==> src/rtl/fifo_read_arbiter_pkg.sv <==
// Shared types and helpers for the FIFO read-side arbiter.
// Provides the FSM state encoding and a constant clog2 helper.
package fifo_read_arbiter_pkg;

  typedef enum logic {
    IDLE  = 1'b0,
    BURST = 1'b1
  } state_t;

  function automatic int clog2(input int v);
    int r;
    int x;
    r = 0;
    x = v - 1;
    while (x > 0) begin
      r = r + 1;
      x = x >> 1;
    end
    return r;
  endfunction

endpackage

==> src/rtl/rr_priority_pick.sv <==
// Combinational rotating-priority picker.
// Ports: req (vector), ptr (start index) -> pick (one-hot), idx, found.
module rr_priority_pick
  import fifo_read_arbiter_pkg::*;
#(
  parameter int N  = 4,
  parameter int IW = clog2(N)
) (
  input  logic [N-1:0]  req,
  input  logic [IW-1:0] ptr,
  output logic [N-1:0]  pick,
  output logic [IW-1:0] idx,
  output logic          found
);

  // Scan ptr, ptr+1, ... modulo N; first hit wins.
  always_comb begin : scan
    int j;
    logic [IW-1:0] jj;
    pick  = '0;
    idx   = '0;
    found = 1'b0;
    j     = 0;
    jj    = '0;
    for (int i = 0; i < N; i++) begin
      j  = (int'(ptr) + i) % N;
      jj = IW'(j);
      if (!found && req[jj]) begin
        found    = 1'b1;
        pick[jj] = 1'b1;
        idx      = jj;
      end
    end
  end

endmodule

==> src/rtl/fifo_read_arbiter.sv <==
// Round-robin burst arbiter for the async FIFO read port.
// Ports: rclk, r_rst, req, empty -> r_en, grant, rd_valid, rd_id, busy.
module fifo_read_arbiter
  import fifo_read_arbiter_pkg::*;
#(
  parameter int NREQ      = 4,
  parameter int BURST_LEN = 4,
  parameter int IDW       = 2
) (
  input  logic            rclk,
  input  logic            r_rst,
  input  logic [NREQ-1:0] req,
  input  logic            empty,
  output logic            r_en,
  output logic [NREQ-1:0] grant,
  output logic            rd_valid,
  output logic [IDW-1:0]  rd_id,
  output logic            busy
);

  localparam int CW = clog2(BURST_LEN) + 1;
  localparam logic [CW-1:0]  LAST  = CW'(BURST_LEN - 1);
  localparam logic [CW-1:0]  C_ONE = CW'(1);
  localparam logic [IDW-1:0] TOP   = IDW'(NREQ - 1);
  localparam logic [IDW-1:0] I_ONE = IDW'(1);

  state_t          state;
  state_t          state_nxt;
  logic [IDW-1:0]  owner;
  logic [IDW-1:0]  rr_ptr;
  logic [IDW-1:0]  pick_idx;
  logic [NREQ-1:0] pick;
  logic            found;
  logic [CW-1:0]   beat_cnt;
  logic            own_req;
  logic            last_beat;
  logic            start;
  logic            leave;

  rr_priority_pick #(
    .N  (NREQ),
    .IW (IDW)
  ) u_pick (
    .req   (req),
    .ptr   (rr_ptr),
    .pick  (pick),
    .idx   (pick_idx),
    .found (found)
  );

  assign own_req = req[owner];

  // Outputs derived from registered state.
  always_comb begin
    busy = (state == BURST);
    r_en = busy & own_req & ~empty;
  end

  // Grant/release events.
  always_comb begin
    last_beat = r_en && (beat_cnt == LAST);
    start     = (state == IDLE) && found && !empty;
    leave     = busy && (!own_req || empty || last_beat);
  end

  always_comb begin
    state_nxt = state;
    unique case (state)
      IDLE:  if (start) state_nxt = BURST;
      BURST: if (leave) state_nxt = IDLE;
    endcase
  end

  always_ff @(posedge rclk or negedge r_rst) begin
    if (!r_rst) state <= IDLE;
    else        state <= state_nxt;
  end

  always_ff @(posedge rclk or negedge r_rst) begin
    if (!r_rst) begin
      grant    <= '0;
      owner    <= '0;
      rr_ptr   <= '0;
      beat_cnt <= '0;
      rd_valid <= 1'b0;
      rd_id    <= '0;
    end else begin
      rd_valid <= r_en;
      rd_id    <= owner;
      if (start) begin
        grant    <= pick;
        owner    <= pick_idx;
        beat_cnt <= '0;
      end else if (busy) begin
        if (r_en)
          beat_cnt <= beat_cnt + C_ONE;
        // Pointer advances past the owner even on a partial burst.
        if (leave) begin
          grant  <= '0;
          rr_ptr <= (owner == TOP) ? '0 : owner + I_ONE;
        end
      end
    end
  end

endmodule

==> config.mk <==
export PLATFORM = sky130hd
export DESIGN_NAME = fifo_read_arbiter
export DESIGN_NICKNAME = d
export VERILOG_FILES = /design/src/rtl/fifo_read_arbiter_pkg.sv /design/src/rtl/rr_priority_pick.sv /design/src/rtl/fifo_read_arbiter.sv
export SDC_FILE = /design/constraint.sdc
export NUM_CORES = 1
export LEC_CHECK = 0
export CAP_MARGIN = 20
export CORE_MARGIN = 3
export CORE_UTILIZATION = 55
export CTS_CLUSTER_DIAMETER = 40
export DETAILED_ROUTE_END_ITERATION = 12
export PLACE_DENSITY = 0.85
export SYNTH_ARGS = -nofsm -noshare
export SYNTH_HDL_FRONTEND = slang
export SYNTH_SLANG_ARGS = --single-unit
==> constraint.sdc <==
create_clock -name rclk -period 5.03 [get_ports rclk]
set_clock_uncertainty 0.2 [all_clocks]
set_input_delay 1.006 -clock rclk [delete_from_list [all_inputs] [get_ports rclk]]
set_output_delay 1.006 -clock rclk [all_outputs]
set_load 0.02 [all_outputs]
==> metrics.txt <==
outcome finished, final reports clean; Slew Limit Fails 0; number of global-route vias before repair 950; maximum number of pins on one net before global-route repair 29; Layout Nets 164; register area 375 sq um; Iter 0 DRT Violations 25; cell family with most CP delay buffers and inverters; Seq/Total Area, Yosys 28.7%; H-tree levels 1; Tot GR Track Use 21.0%; drt wl/cell 15.9 um; Worst Path Buf+Inv 3; width of the die 54.8 um; CTS sink count 15; hold path depth 0; CP max stage delay 570 ps; Net Count, Synth 153; crit-path cells clkdlybuf4s50_1, mux4_2, nor2b_1, nand2_1, inv_1, clkdlybuf4s50_1; Antenna Cells 0; post-layout min period 4260 ps; Arrival @ worst endpoint 3050 ps; Rows 17; # setup viols final 0; unique cell type count in the Yosys netlist 37; Max FO, Critical Path 11; post-CTS setup buffers 0; total of max-cap violations 0; core footprint 2230 sq um; Final Hold Vio Count 0; Seq cells post-synth 15; hold crit path type flop to flop; min setup slack post-route 774 ps; clk buf depth 2; initial antenna violation count 0; Multi-input gate area 856 sq um; top-area cell type share of the netlist area 28.7%; proportion of layout cells with a drive suffix above 1 13.8%; async set or reset register ratio after synthesis 100%; CP dominant cell by count clkdlybuf4s50_1; crit path kind primary input to output port; Area Growth Syn to Fin 12.5%; Crit-path slowest cell clkdlybuf4s50_1; post-route ant nets 0; hold_buf cts 0; Tcrit/Tclk final 84.6%; TritonCTS buffer count 3; Final TNS setup 0 ps; commonest register cell after synthesis dfrtp_1; global-route wire length before repair 4420 um; Mapped Area 1310 sq um; die area 3000 sq um; Post-synth EDFFs 0; Pleak 0.639 nW; pre-CTS WS 765 ps; unrepaired setup endpoints after global routing false; pwr/cell area 636 nW/um^2; required time of the critical path 3820 ps; 1st-pass router iterations 4; Post-CTS Resized 0; cell with the most instances after synthesis dfrtp_1; synth cell count leaders dfrtp_1, nand2_1, ha_1, a21oi_1, nand2b_1; Post-DP HPWL 2020 um; routability cong. 0.834; Layout fillers 173; Post-Syn Area per Cell 9.70 sq um; total grt overflow 0; # DRC 0; Initial Util 58.7%; Worst-Skew Late Latency 290 ps; Synth Instances 135; Worst setup SP type primary input; DR vias 1075; CTS root buf clkbuf_4; Worst slew margin 58.0%; Worst-path clk slew 90 ps; IO Pins 16; die height 54.8 um; CP endpoint kind output port; leading post-synthesis cells by cell area dfrtp_1, ha_1, mux4_2; WP depth 6; WL final 2750 um; TritonCTS clock tree done; Reg2Reg Depth 7; actual slew at the worst max-slew pin 629 ps; vias per cell 6.21; area leader, netlist dfrtp_1; Max Fclk 235 MHz; VDD IR max 371 uV; port buffer count 15; Design Power 0.937 mW; warnings from Yosys 0
-- path summary, 6_finish.rpt --
path	startpoint	to	slack (ps)
min in group asynchronous	r_rst	owner[0]$_DFFE_PN0P_	900
worst max-delay path	req[3]	r_en	770
worst max register to register	rr_ptr[1]$_DFFE_PN0P_	owner[0]$_DFFE_PN0P_	1760
max in group asynchronous	r_rst	rr_ptr[0]$_DFFE_PN0P_	3330
worst min register to register	owner[1]$_DFFE_PN0P_	rd_id[1]$_DFF_PN0_	270
worst min-delay path	owner[1]$_DFFE_PN0P_	rd_id[1]$_DFF_PN0_	270
-- area by class of cell --
type | instances | share of cell area (%)
clock inverter | 1 | 0.340
timing repair buffer | 16 | 10.7
clock buffer | 3 | 1.53
sequential | 15 | 25.5
multi-input combinational | 104 | 58.1
tap | 28 | 2.38
inverter | 6 | 1.53
-- placed cells by master, fill, tap and decap left out, types with 3 or more instances in the layout --
| cell | n |
|---|---|
| dfrtp_1 | 15 |
| clkdlybuf4s50_1 | 15 |
| nand2_1 | 13 |
| ha_1 | 11 |
| a21oi_1 | 8 |
| nand2b_1 | 8 |
| nor2_1 | 7 |
| mux2i_1 | 6 |
| inv_1 | 5 |
| o21ai_0 | 5 |
| a221oi_1 | 5 |
| o22ai_1 | 4 |
| a221o_1 | 4 |
| or2b_1 | 4 |
| mux4_2 | 3 |
| mux2_2 | 3 |
| a31o_2 | 3 |
| clkbuf_4 | 3 |
-- routing by layer --
layer  track usage, %  wire length (um)  vias up
li1                 -                 -      511
met1             26.6              1140      515
met2             33.7              1380       44
met3             3.27               170        5
met4             11.6                65        0
met5                0                 0        -
-- cell families after synthesis --
| kind of cell | share of synthesized area [%] |
|---|---|
| buffers and inverters | 6.02 |
| XOR/XNOR | 0.669 |
| multiplexers | 17.5 |
| AO/OA/AOI/OAI | 20.0 |
| flip-flops | 28.7 |
| adder cells (fa/ha/maj) | 10.5 |
| AND/OR/NAND/NOR | 16.7 |
-- flip-flops by register name (all words and copies together) (netlist names) --
register / flops
rd_id: 2
beat_cnt: 3
busy: 1
owner: 2
rr_ptr: 2
rd_valid: 1
grant: 4
-- per-stage QoR --
stage / util, % / hold WS (ps) / area [sq um] / std cells
2_1_floorplan: - / 204 / 1310 / 135
3_3_place_gp: 64.8 / 259 / 1450 / 169
3_5_place_dp: 64.8 / 250 / 1450 / 169
4_1_cts: 66.0 / 272 / 1470 / 173
5_1_grt: 66.0 / 295 / 1470 / 173
6_report: 66.0 / 270 / 1470 / 173
-- power by group --
part           internal, mW  total, mW  switching, mW
clock network        0.0296     0.0695         0.0399
registers             0.172      0.223         0.0508
logic                 0.307      0.644          0.338
total                 0.508      0.937          0.428
(Power assumes the default switching activity.)
